--- src/rtl/wb_stage_pkg.sv ---
// Shared pipeline types for the writeback stage: result selects, load funct3 codes
// and the WB holding-register state.
package wb_stage_pkg;

    typedef enum logic [1:0] {
        WB_ALU  = 2'b00,
        WB_LOAD = 2'b01,
        WB_PC4  = 2'b10,
        WB_RSVD = 2'b11
    } wb_sel_e;

    localparam logic [2:0] F3_LB  = 3'b000;
    localparam logic [2:0] F3_LH  = 3'b001;
    localparam logic [2:0] F3_LW  = 3'b010;
    localparam logic [2:0] F3_LBU = 3'b100;
    localparam logic [2:0] F3_LHU = 3'b101;

    typedef enum logic [1:0] {
        ST_EMPTY     = 2'b00,
        ST_FULL      = 2'b01,
        ST_WAIT_LOAD = 2'b10
    } wb_state_e;

endpackage

--- src/rtl/wb_stage_if.sv ---
// MEM-to-WB bus: instruction handshake, load response, RF write port and hazard/retire status.
interface wb_stage_if #(
    parameter int XLEN  = 32,
    parameter int CNT_W = 64
);
    logic             in_valid;
    logic             in_ready;
    logic [4:0]       in_rd;
    logic             in_rd_we;
    logic [1:0]       in_wb_sel;
    logic [XLEN-1:0]  in_alu_result;
    logic [XLEN-1:0]  in_pc_plus4;
    logic [2:0]       in_funct3;
    logic [1:0]       in_addr_lo;
    logic             dmem_rvalid;
    logic [XLEN-1:0]  dmem_rdata;
    logic             rf_wr_en;
    logic [4:0]       rf_wr_addr;
    logic [XLEN-1:0]  rf_wr_data;
    logic             pend_valid;
    logic [4:0]       pend_rd;
    logic             retire;
    logic [CNT_W-1:0] instret;

    modport master (
        output in_valid, in_rd, in_rd_we, in_wb_sel, in_alu_result, in_pc_plus4,
               in_funct3, in_addr_lo, dmem_rvalid, dmem_rdata,
        input  in_ready, rf_wr_en, rf_wr_addr, rf_wr_data, pend_valid, pend_rd,
               retire, instret
    );

    modport slave (
        input  in_valid, in_rd, in_rd_we, in_wb_sel, in_alu_result, in_pc_plus4,
               in_funct3, in_addr_lo, dmem_rvalid, dmem_rdata,
        output in_ready, rf_wr_en, rf_wr_addr, rf_wr_data, pend_valid, pend_rd,
               retire, instret
    );
endinterface

--- src/rtl/wb_stage_load_align.sv ---
// Picks the addressed byte/half/word out of a raw memory word and sign- or zero-extends it.
module load_align
    import wb_stage_pkg::*;
#(
    parameter int XLEN = 32
) (
    input  logic [2:0]      funct3,
    input  logic [1:0]      addr_lo,
    input  logic [XLEN-1:0] rdata,
    output logic [XLEN-1:0] result
);
    logic [7:0]  byte_sel;
    logic [15:0] half_sel;

    assign byte_sel = rdata[{addr_lo, 3'b000} +: 8];
    assign half_sel = rdata[{addr_lo[1], 4'b0000} +: 16];

    always_comb begin
        result = '0;
        case (funct3)
            F3_LB:   result = {{(XLEN-8){byte_sel[7]}}, byte_sel};
            F3_LH:   result = {{(XLEN-16){half_sel[15]}}, half_sel};
            F3_LW:   result = rdata;
            F3_LBU:  result = {{(XLEN-8){1'b0}}, byte_sel};
            F3_LHU:  result = {{(XLEN-16){1'b0}}, half_sel};
            default: result = '0;
        endcase
    end
endmodule

--- src/rtl/wb_stage.sv ---
// RV32I writeback stage: holds one retiring instruction, waits for load data,
// drives the register-file write port and counts retired instructions.
module wb_stage
    import wb_stage_pkg::*;
#(
    parameter int XLEN  = 32,
    parameter int CNT_W = 64
) (
    input logic       clk,
    input logic       reset_n,
    wb_stage_if.slave bus
);
    wb_state_e        state_q;
    logic [4:0]       rd_q;
    logic             rd_we_q;
    logic [1:0]       wb_sel_q;
    logic [XLEN-1:0]  alu_q;
    logic [XLEN-1:0]  pc4_q;
    logic [2:0]       funct3_q;
    logic [1:0]       addr_lo_q;
    logic [CNT_W-1:0] instret_q;

    logic             retire_w;
    logic             ready_w;
    logic             accept_w;
    logic             wr_en_w;
    logic             pend_w;
    logic [XLEN-1:0]  load_data;
    logic [XLEN-1:0]  wr_data_w;

    // A held op frees the slot in the same cycle it retires, so accept and retire can overlap.
    assign retire_w = (state_q == ST_FULL) || ((state_q == ST_WAIT_LOAD) && bus.dmem_rvalid);
    assign ready_w  = (state_q != ST_WAIT_LOAD) || bus.dmem_rvalid;
    assign accept_w = bus.in_valid && ready_w;
    assign wr_en_w  = retire_w && rd_we_q && (rd_q != 5'd0);
    assign pend_w   = (state_q == ST_WAIT_LOAD) && rd_we_q && (rd_q != 5'd0);

    load_align #(.XLEN(XLEN)) u_load_align (
        .funct3  (funct3_q),
        .addr_lo (addr_lo_q),
        .rdata   (bus.dmem_rdata),
        .result  (load_data)
    );

    always_comb begin
        wr_data_w = '0;
        if (wr_en_w) begin
            if (state_q == ST_WAIT_LOAD)
                wr_data_w = load_data;
            else if (wb_sel_q == WB_PC4)
                wr_data_w = pc4_q;
            else
                wr_data_w = alu_q;
        end
    end

    always_ff @(posedge clk or negedge reset_n) begin
        if (!reset_n) begin
            state_q   <= ST_EMPTY;
            rd_q      <= '0;
            rd_we_q   <= 1'b0;
            wb_sel_q  <= '0;
            alu_q     <= '0;
            pc4_q     <= '0;
            funct3_q  <= '0;
            addr_lo_q <= '0;
            instret_q <= '0;
        end else begin
            if (accept_w) begin
                rd_q      <= bus.in_rd;
                rd_we_q   <= bus.in_rd_we;
                wb_sel_q  <= bus.in_wb_sel;
                alu_q     <= bus.in_alu_result;
                pc4_q     <= bus.in_pc_plus4;
                funct3_q  <= bus.in_funct3;
                addr_lo_q <= bus.in_addr_lo;
                state_q   <= (bus.in_wb_sel == WB_LOAD) ? ST_WAIT_LOAD : ST_FULL;
            end else if (retire_w) begin
                state_q <= ST_EMPTY;
            end
            if (retire_w)
                instret_q <= instret_q + CNT_W'(1);
        end
    end

    assign bus.in_ready   = ready_w;
    assign bus.rf_wr_en   = wr_en_w;
    assign bus.rf_wr_addr = rd_q;
    assign bus.rf_wr_data = wr_data_w;
    assign bus.pend_valid = pend_w;
    assign bus.pend_rd    = pend_w ? rd_q : 5'd0;
    assign bus.retire     = retire_w;
    assign bus.instret    = instret_q;
endmodule

--- src/flat_wrapper.sv ---
// flat-port wrapper written by rule: the top's interface ports become plain ports
module wb_stage_flat import wb_stage_pkg::*;
#(
    parameter int XLEN  = 32,
    parameter int CNT_W = 64
)
  (clk, reset_n, bus_in_valid, bus_in_rd, bus_in_rd_we, bus_in_wb_sel, bus_in_alu_result, bus_in_pc_plus4, bus_in_funct3, bus_in_addr_lo, bus_dmem_rvalid, bus_dmem_rdata, bus_in_ready, bus_rf_wr_en, bus_rf_wr_addr, bus_rf_wr_data, bus_pend_valid, bus_pend_rd, bus_retire, bus_instret);
  wb_stage_if #(.XLEN(XLEN), .CNT_W(CNT_W)) bus_i ();
  input logic clk;
  input logic reset_n;
  input wire logic [$bits(bus_i.in_valid)-1:0] bus_in_valid;
  input wire logic [$bits(bus_i.in_rd)-1:0] bus_in_rd;
  input wire logic [$bits(bus_i.in_rd_we)-1:0] bus_in_rd_we;
  input wire logic [$bits(bus_i.in_wb_sel)-1:0] bus_in_wb_sel;
  input wire logic [$bits(bus_i.in_alu_result)-1:0] bus_in_alu_result;
  input wire logic [$bits(bus_i.in_pc_plus4)-1:0] bus_in_pc_plus4;
  input wire logic [$bits(bus_i.in_funct3)-1:0] bus_in_funct3;
  input wire logic [$bits(bus_i.in_addr_lo)-1:0] bus_in_addr_lo;
  input wire logic [$bits(bus_i.dmem_rvalid)-1:0] bus_dmem_rvalid;
  input wire logic [$bits(bus_i.dmem_rdata)-1:0] bus_dmem_rdata;
  output wire logic [$bits(bus_i.in_ready)-1:0] bus_in_ready;
  output wire logic [$bits(bus_i.rf_wr_en)-1:0] bus_rf_wr_en;
  output wire logic [$bits(bus_i.rf_wr_addr)-1:0] bus_rf_wr_addr;
  output wire logic [$bits(bus_i.rf_wr_data)-1:0] bus_rf_wr_data;
  output wire logic [$bits(bus_i.pend_valid)-1:0] bus_pend_valid;
  output wire logic [$bits(bus_i.pend_rd)-1:0] bus_pend_rd;
  output wire logic [$bits(bus_i.retire)-1:0] bus_retire;
  output wire logic [$bits(bus_i.instret)-1:0] bus_instret;
  assign bus_i.in_valid = bus_in_valid;
  assign bus_i.in_rd = bus_in_rd;
  assign bus_i.in_rd_we = bus_in_rd_we;
  assign bus_i.in_wb_sel = bus_in_wb_sel;
  assign bus_i.in_alu_result = bus_in_alu_result;
  assign bus_i.in_pc_plus4 = bus_in_pc_plus4;
  assign bus_i.in_funct3 = bus_in_funct3;
  assign bus_i.in_addr_lo = bus_in_addr_lo;
  assign bus_i.dmem_rvalid = bus_dmem_rvalid;
  assign bus_i.dmem_rdata = bus_dmem_rdata;
  assign bus_in_ready = bus_i.in_ready;
  assign bus_rf_wr_en = bus_i.rf_wr_en;
  assign bus_rf_wr_addr = bus_i.rf_wr_addr;
  assign bus_rf_wr_data = bus_i.rf_wr_data;
  assign bus_pend_valid = bus_i.pend_valid;
  assign bus_pend_rd = bus_i.pend_rd;
  assign bus_retire = bus_i.retire;
  assign bus_instret = bus_i.instret;
  wb_stage #(.XLEN(XLEN), .CNT_W(CNT_W)) u_core (.clk(clk), .reset_n(reset_n), .bus(bus_i));
endmodule
--- config.mk ---
export PLATFORM = sky130hd
export DESIGN_NAME = wb_stage_flat
export DESIGN_NICKNAME = d
export VERILOG_FILES = /design/src/rtl/wb_stage_pkg.sv /design/src/rtl/wb_stage_if.sv /design/src/rtl/wb_stage_load_align.sv /design/src/rtl/wb_stage.sv /design/src/flat_wrapper.sv
export SDC_FILE = /design/constraint.sdc
export NUM_CORES = 1
export LEC_CHECK = 0
export BUFFER_PORTS_ARGS = -buffer_cell sky130_fd_sc_hd__buf_2
export CAP_MARGIN = 20
export CORE_ASPECT_RATIO = 1.25
export CORE_MARGIN = 1.5
export CORE_UTILIZATION = 52
export DETAILED_ROUTE_END_ITERATION = 16
export PLACE_DENSITY = 0.81
export RECOVER_POWER = 100
export SYNTH_ARGS = -nofsm -noshare
export SYNTH_HDL_FRONTEND = slang
export SYNTH_SLANG_ARGS = --single-unit
--- constraint.sdc ---
create_clock -name clk -period 2.7 [get_ports clk]
set_clock_uncertainty 0.1 [all_clocks]
set_input_delay 0.54 -clock clk [delete_from_list [all_inputs] [get_ports clk]]
set_output_delay 0.54 -clock clk [all_outputs]
set_load 0.01 [all_outputs]
* After elaboration in Yosys (flattened, before gate mapping)
Index checks and enable logic that the tools add are counted.
** Storage, ports and cells
- Logic and storage cells :: 40
- Register bits :: 143
** Cells by class
- Shifts and indexed selects :: 2
- Reductions and logical operators :: 11
- Eq/ne operators :: 9
- $add $sub $neg :: 1
- Mux-type cells :: 8
** Operators with widths (count)
- $pmux 32 s5 :: 1
- $mux 32 :: 3
- $add 64x1->64 const B :: 1
- $shiftx 32x6->16 :: 1
- $shiftx 32x6->8 :: 1
- $eq 3x3->1 const B :: 2
- $logic_and 1x1->1 :: 6
- $mux 2 :: 3
- $mux 5 :: 1
- $reduce_bool 5->1 :: 1
- $eq 2x1->1 const B :: 2
- $eq 2x2->1 const B :: 2
- $eq 3x1->1 const B :: 1
- $eq 3x2->1 const B :: 1
- $logic_not 3->1 :: 1
- $logic_or 1x1->1 :: 2
- $ne 2x2->1 const B :: 1
- $reduce_bool 2->1 :: 1

* Longest topological paths before layout
- Word-level depth :: 6
- Mapped depth :: 8
- Gate-level depth less buffers :: 6

* Hierarchy
A second synthesis with hierarchy kept.
** Unflattened totals
- Cells, all modules :: 711
- Area, all modules :: 7709.9 sq um
** Modules (own cells, without submodules)
- wb_stage :: cells each 594, sequential area each 3578.4 sq um, instances 1, area each 6887.9 sq um
- load_align :: cells each 117, sequential area each 0.0 sq um, instances 1, area each 822.0 sq um

* Worst setup path after synthesis
No wires, ideal clock.
- Path type :: reg-to-output
- Start point :: register u_core.state_q[1]
- End point :: output bus_rf_wr_data[11]
- Stages on the path, launching flop included :: 9
- Setup slack :: 222 ps
- Data required time :: 2060 ps
- Arrival time :: 1838 ps
- Cells stage by stage :: dfrtp_1 -> nand2b_1 -> buf_2 -> and2_1 -> buf_2 -> nor2_4 -> nand3_2 -> buf_2 -> o22ai_1
** On the way
- Longest elaborated chain between the ends :: 6
** Ends and longest elaborated chain
- start: declaration :: line wb_stage.sv:13 : wb_state_e state_q;
- start signal: assignment :: line wb_stage.sv:77 : state_q <= (bus.in_wb_sel == WB_LOAD) ? ST_WAIT_LOAD : ST_FULL;
- $eq 2x2->1 :: line wb_stage.sv:32 : assign retire_w = (state_q == ST_FULL) || ((state_q == ST_WAIT_LOAD) && bus.dmem_rvalid);
- $logic_and 1x1->1 :: line wb_stage.sv:32
- $logic_or 1x1->1 (*) :: line wb_stage.sv:32
- $logic_and 1x1->1 (*) (2 in a row) :: line wb_stage.sv:35 : assign wr_en_w = retire_w && rd_we_q && (rd_q != 5'd0);
- net bus_rf_wr_en :: line flat_wrapper.sv:22 : output wire logic [$bits(bus_i.rf_wr_en)-1:0] bus_rf_wr_en;
- $mux 32 (*) :: line wb_stage.sv:47 : if (wr_en_w) begin
- end: declaration :: line flat_wrapper.sv:24 : output wire logic [$bits(bus_i.rf_wr_data)-1:0] bus_rf_wr_data;
Mark *: on every way through the listed nets, which the timed path passes. The rest lies on a longest branch.

* Final worst setup path
- Start point :: register u_core.addr_lo_q[1]
- End point :: output bus_rf_wr_data[28]
** On the way
- Longest elaborated chain between the ends :: 4
** Ends and longest elaborated chain
- start: declaration :: line wb_stage.sv:20 : logic [1:0] addr_lo_q;
- start signal: assignment :: line wb_stage.sv:76 : addr_lo_q <= bus.in_addr_lo;
- $shiftx 32x6->16 / $shiftx 32x6->8 (equally long branches) :: line wb_stage_load_align.sv:16, wb_stage_load_align.sv:15
- $pmux 32 s5 (*) :: line wb_stage_load_align.sv:20 : case (funct3)
- $mux 32 (*) :: line wb_stage.sv:48 : if (state_q == ST_WAIT_LOAD)
- $mux 32 (*) :: line wb_stage.sv:47
Mark *: on every way between the ends. The rest lies on a longest branch, timed or not.

==> metrics.cfg <==
[cells_and_area]
drive_gt1_share_pct = 40.2
syn2layout_area_growth_pct = 33.5
num-fill-cells = 1012
diodes = 0
design_area_mm2 = 0.00979
finalNetCount = 1012
post-route-util_pct = 70.9

[detailed_routing]
wire_per_inst_um = 21.0
drc = 0
routed_wl_um = 22700
ant_nets = 0
avgViaCountPerCell = 5.92
routed-via-count = 6421
drt_first_pass_iters = 7
drt_iter0_drc = 542

[placement]
dpl-instance-area_mm2 = 0.00889
post-place-ws_ns = -0.246
place.gp.congestion = 0.888
port_buffers = 222
dp_hpwl_um = 15300

[setup_path]
slowest_stage = dfrtp_1
reg2reg_slack_ns = -0.03
critPathMaxStageDelay_ns = 0.41
crit_fanout = 8
path_common_cell = buf_6
crit_chain = buf_6 > buf_6 > mux2i_4 > a2111oi_4 > buf_4 > clkbuf_16 > a21oi_1 > o22ai_1 > buf_2
cp.required_ns = 2.06
crit_arrival_ns = 2.38
worstSetupEndpointType = primary output
crit_path_start_kind = flop
critPathKind = reg -> out

[clocking]
cts_sinks = 143
cts_buffers = 17
clk_latency_ns = 0.41
cts_root_buffer = clkbuf_16
cts_buffer_depth = 2
cts.clk_slew.worst_paths_ns = 0.06
htree_levels = 4
cts_tree = done

[yosys]
yosysTopAreaCell = dfrtp_1
yosysSeqAreaShare_pct = 48.8
syn_area_per_cell_um2 = 11.6
synth.distinct_cells = 50
postSynth.asyncResetShare_pct = 100
synth_warnings = 0
synth_seq_cells = 143
syn-num-nets = 745
syn-instance-count = 631
netlist.area_leader.share_pct = 48.8
synth-main-ff-cell = dfrtp_1
synth_edf_count = 0
synthTopCellsByArea = dfrtp_1, mux2_2, mux2i_1
syn-cell-area_mm2 = 0.00733

[timing]
tightest_slew_ns = 1.28
slew_headroom_pct = 14.5
finalCriticalPeriod_ns = 3.02
setup_viol_count_final = 34
timing.final.max_slew_violations = 0
min_period_over_period_pct = 112
max_freq_ghz = 0.331
rsz0062_at_grt = yes
finalHoldViolations = 0
finalWorstSetupSlack_ns = -0.321

[die]
die_x_um = 109
start_util_pct = 53.1
coreArea_mm2 = 0.0138
num_rows = 48
io-pin-count = 223
die_area_mm2 = 0.0148
die_h_um = 136

[global_route]
antenna_found_initial = 0
grt_pass1_vias = 6048
gr-usage-all-layers_pct = 28.5
overflow = 0
grt_max_degree = 53
grt_pass1_wl_um = 31700

[pwr]
power_leakage_nw = 4.37
irDropWorstVdd_uv = 366
powerDensity_mw_per_mm2 = 643

[flow_run]
drv_cap = 0

[status]
status = complete, but fails checks
violations = negative setup slack

[worst_hold_path]
hp-class = in -> reg

==> placed cells by master (no fill, tap or decap), types with 3 or more instances in the layout <==
cell,n
buf_2,143
dfrtp_1,141
mux2_2,81
clkbuf_1,81
nand2_1,36
mux2i_1,34
xor2_1,34
nand3_1,31
buf_4,31
xnor2_1,29
nor2_1,27
o22ai_1,23
clkbuf_16,20
nand4_1,18
and3_1,13
inv_1,10
a21oi_1,10
a21oi_2,9
nor3_1,9
o22ai_2,7
a222oi_1,7
buf_6,7
a221oi_1,6
nor4_1,6
nor4_2,6
nor3_2,6
and2_1,5
buf_12,5
bufinv_16,4
nand2b_1,3
nor2_4,3
a211oi_1,3
clkinvlp_4,3
clkinv_4,3
==> Yosys cell counts, types with 2 or more instances <==
| cell type | instances |
|---|---|
| nor4_1 | 3 |
| a222oi_1 | 7 |
| mux2i_1 | 35 |
| clkbuf_1 | 6 |
| and3_1 | 13 |
| nor2b_1 | 2 |
| nor3b_1 | 2 |
| or3_1 | 2 |
| a2111oi_2 | 2 |
| and2_1 | 9 |
| o21ai_1 | 2 |
| xor2_1 | 34 |
| xnor2_1 | 29 |
| a21o_1 | 2 |
| nand3_1 | 31 |
| nand4_1 | 17 |
| nor3_2 | 6 |
| a221oi_1 | 8 |
| nand4_4 | 2 |
| a211oi_1 | 2 |
| dfrtp_1 | 143 |
| o21ai_0 | 3 |
| buf_2 | 20 |
| inv_1 | 9 |
| mux2_2 | 83 |
| nand2b_1 | 5 |
| nor4_4 | 2 |
| nor3_1 | 9 |
| a21oi_1 | 20 |
| nor2_1 | 30 |
| nand2_1 | 36 |
| nand4_2 | 2 |
| nor4_2 | 8 |
| o22ai_1 | 31 |
==> cell families after synthesis <==
logic type,share of synthesized area (%)
xor gates and xnor gates,7.53
DFF,48.8
and+or+nand+nor,15.7
AOI/OAI and AO/OA,7.75
adders and majority gates,0.171
muxes,17.8
buffers and inverters,2.19
==> area by class of cell <==
class / instances / area, um^2 / area share, %
sequential: 143 / 3580 / 36.6
clock buffer: 19 / 433 / 4.42
inverter: 10 / 37.5 / 0.384
clock inverter: 12 / 186 / 1.90
tap: 175 / 219 / 2.24
timing repair buffer: 274 / 1560 / 16.0
multi-input combinational: 452 / 3770 / 38.5
==> worst paths after layout <==
path | from | to | depth (start not counted)
setup reg to reg | u_core.bus.instret[8] | u_core.bus.instret[37] | 5
setup / recovery | u_core.addr_lo_q[1] | bus_rf_wr_data[28] | 9
min in group asynchronous | reset_n | u_core.bus.instret[33] | 2
max in group asynchronous | reset_n | u_core.pc4_q[3] | 3
hold / removal | bus_in_alu_result[10] | u_core.alu_q[10] | 2
hold reg to reg | u_core.bus.instret[63] | u_core.bus.instret[63] | 1
==> power by group <==
part / leakage, nW / internal [W] / switching [W]
clock: 0.290 / 0.00155 / 0.000919
sequential: 1.74 / 0.00234 / 0.000175
combinational: 2.34 / 0.000623 / 0.000681
total: 4.37 / 0.00452 / 0.00178
==> layer usage <==
layer  vias up  global-route usage [%]  wire, um
met5         -                       0         0
met2       350                    50.1     11200
met4         0                    12.2      1030
li1       2859                       -         -
met1      3146                    32.3      8490
met3        66                    7.46      1970
==> registers in the layout, summed over array words and instances (netlist names) <==
| register | cells |
|---|---|
| u_core.funct3_q | 3 |
| u_core.wb_sel_q | 2 |
| u_core.alu_q | 32 |
| u_core.addr_lo_q | 2 |
| u_core.pc4_q | 32 |
| u_core.bus.rf_wr_addr | 5 |
| u_core.bus.instret | 64 |
| u_core.state_q | 2 |
| u_core.rd_we_q | 1 |
==> critical path: cells and delay by family, from the launching register on <==
kind | cells | cell delay, ns
AOI/OAI and AO/OA | 3 | 0.52
buffers and inverters | 5 | 0.82
DFF | 1 | 0.41
muxes | 1 | 0.22
==> repair_timing <==
| action | 4_1_cts | 5_1_grt |
|---|---|---|
| gates cloned | 1 | 3 |
| hold endpoints to repair | 50 | 0 |
| gates resized for setup | 17 | 39 |
| endpoints found under the setup margin | 32 | 33 |
| hold buffers | 1 | 0 |
| pin swaps | 15 | 14 |
| setup buffers | 8 | 5 |
==> per-stage QoR <==
stage,power (W),std cells,hold WS (ns),setup TNS [ns]
after floorplan,0.00316,631,0.144,0
after global placement,0.00364,1037,0.368,-2.86
after detailed placement,0.00367,1037,0.377,-3.50
after CTS,0.00620,1078,0.243,-4.76
after global routing,0.00651,1085,0.247,-21.51
final,0.00629,1085,0.254,-7.24
Note: power is estimated with default switching activity, not from simulation.
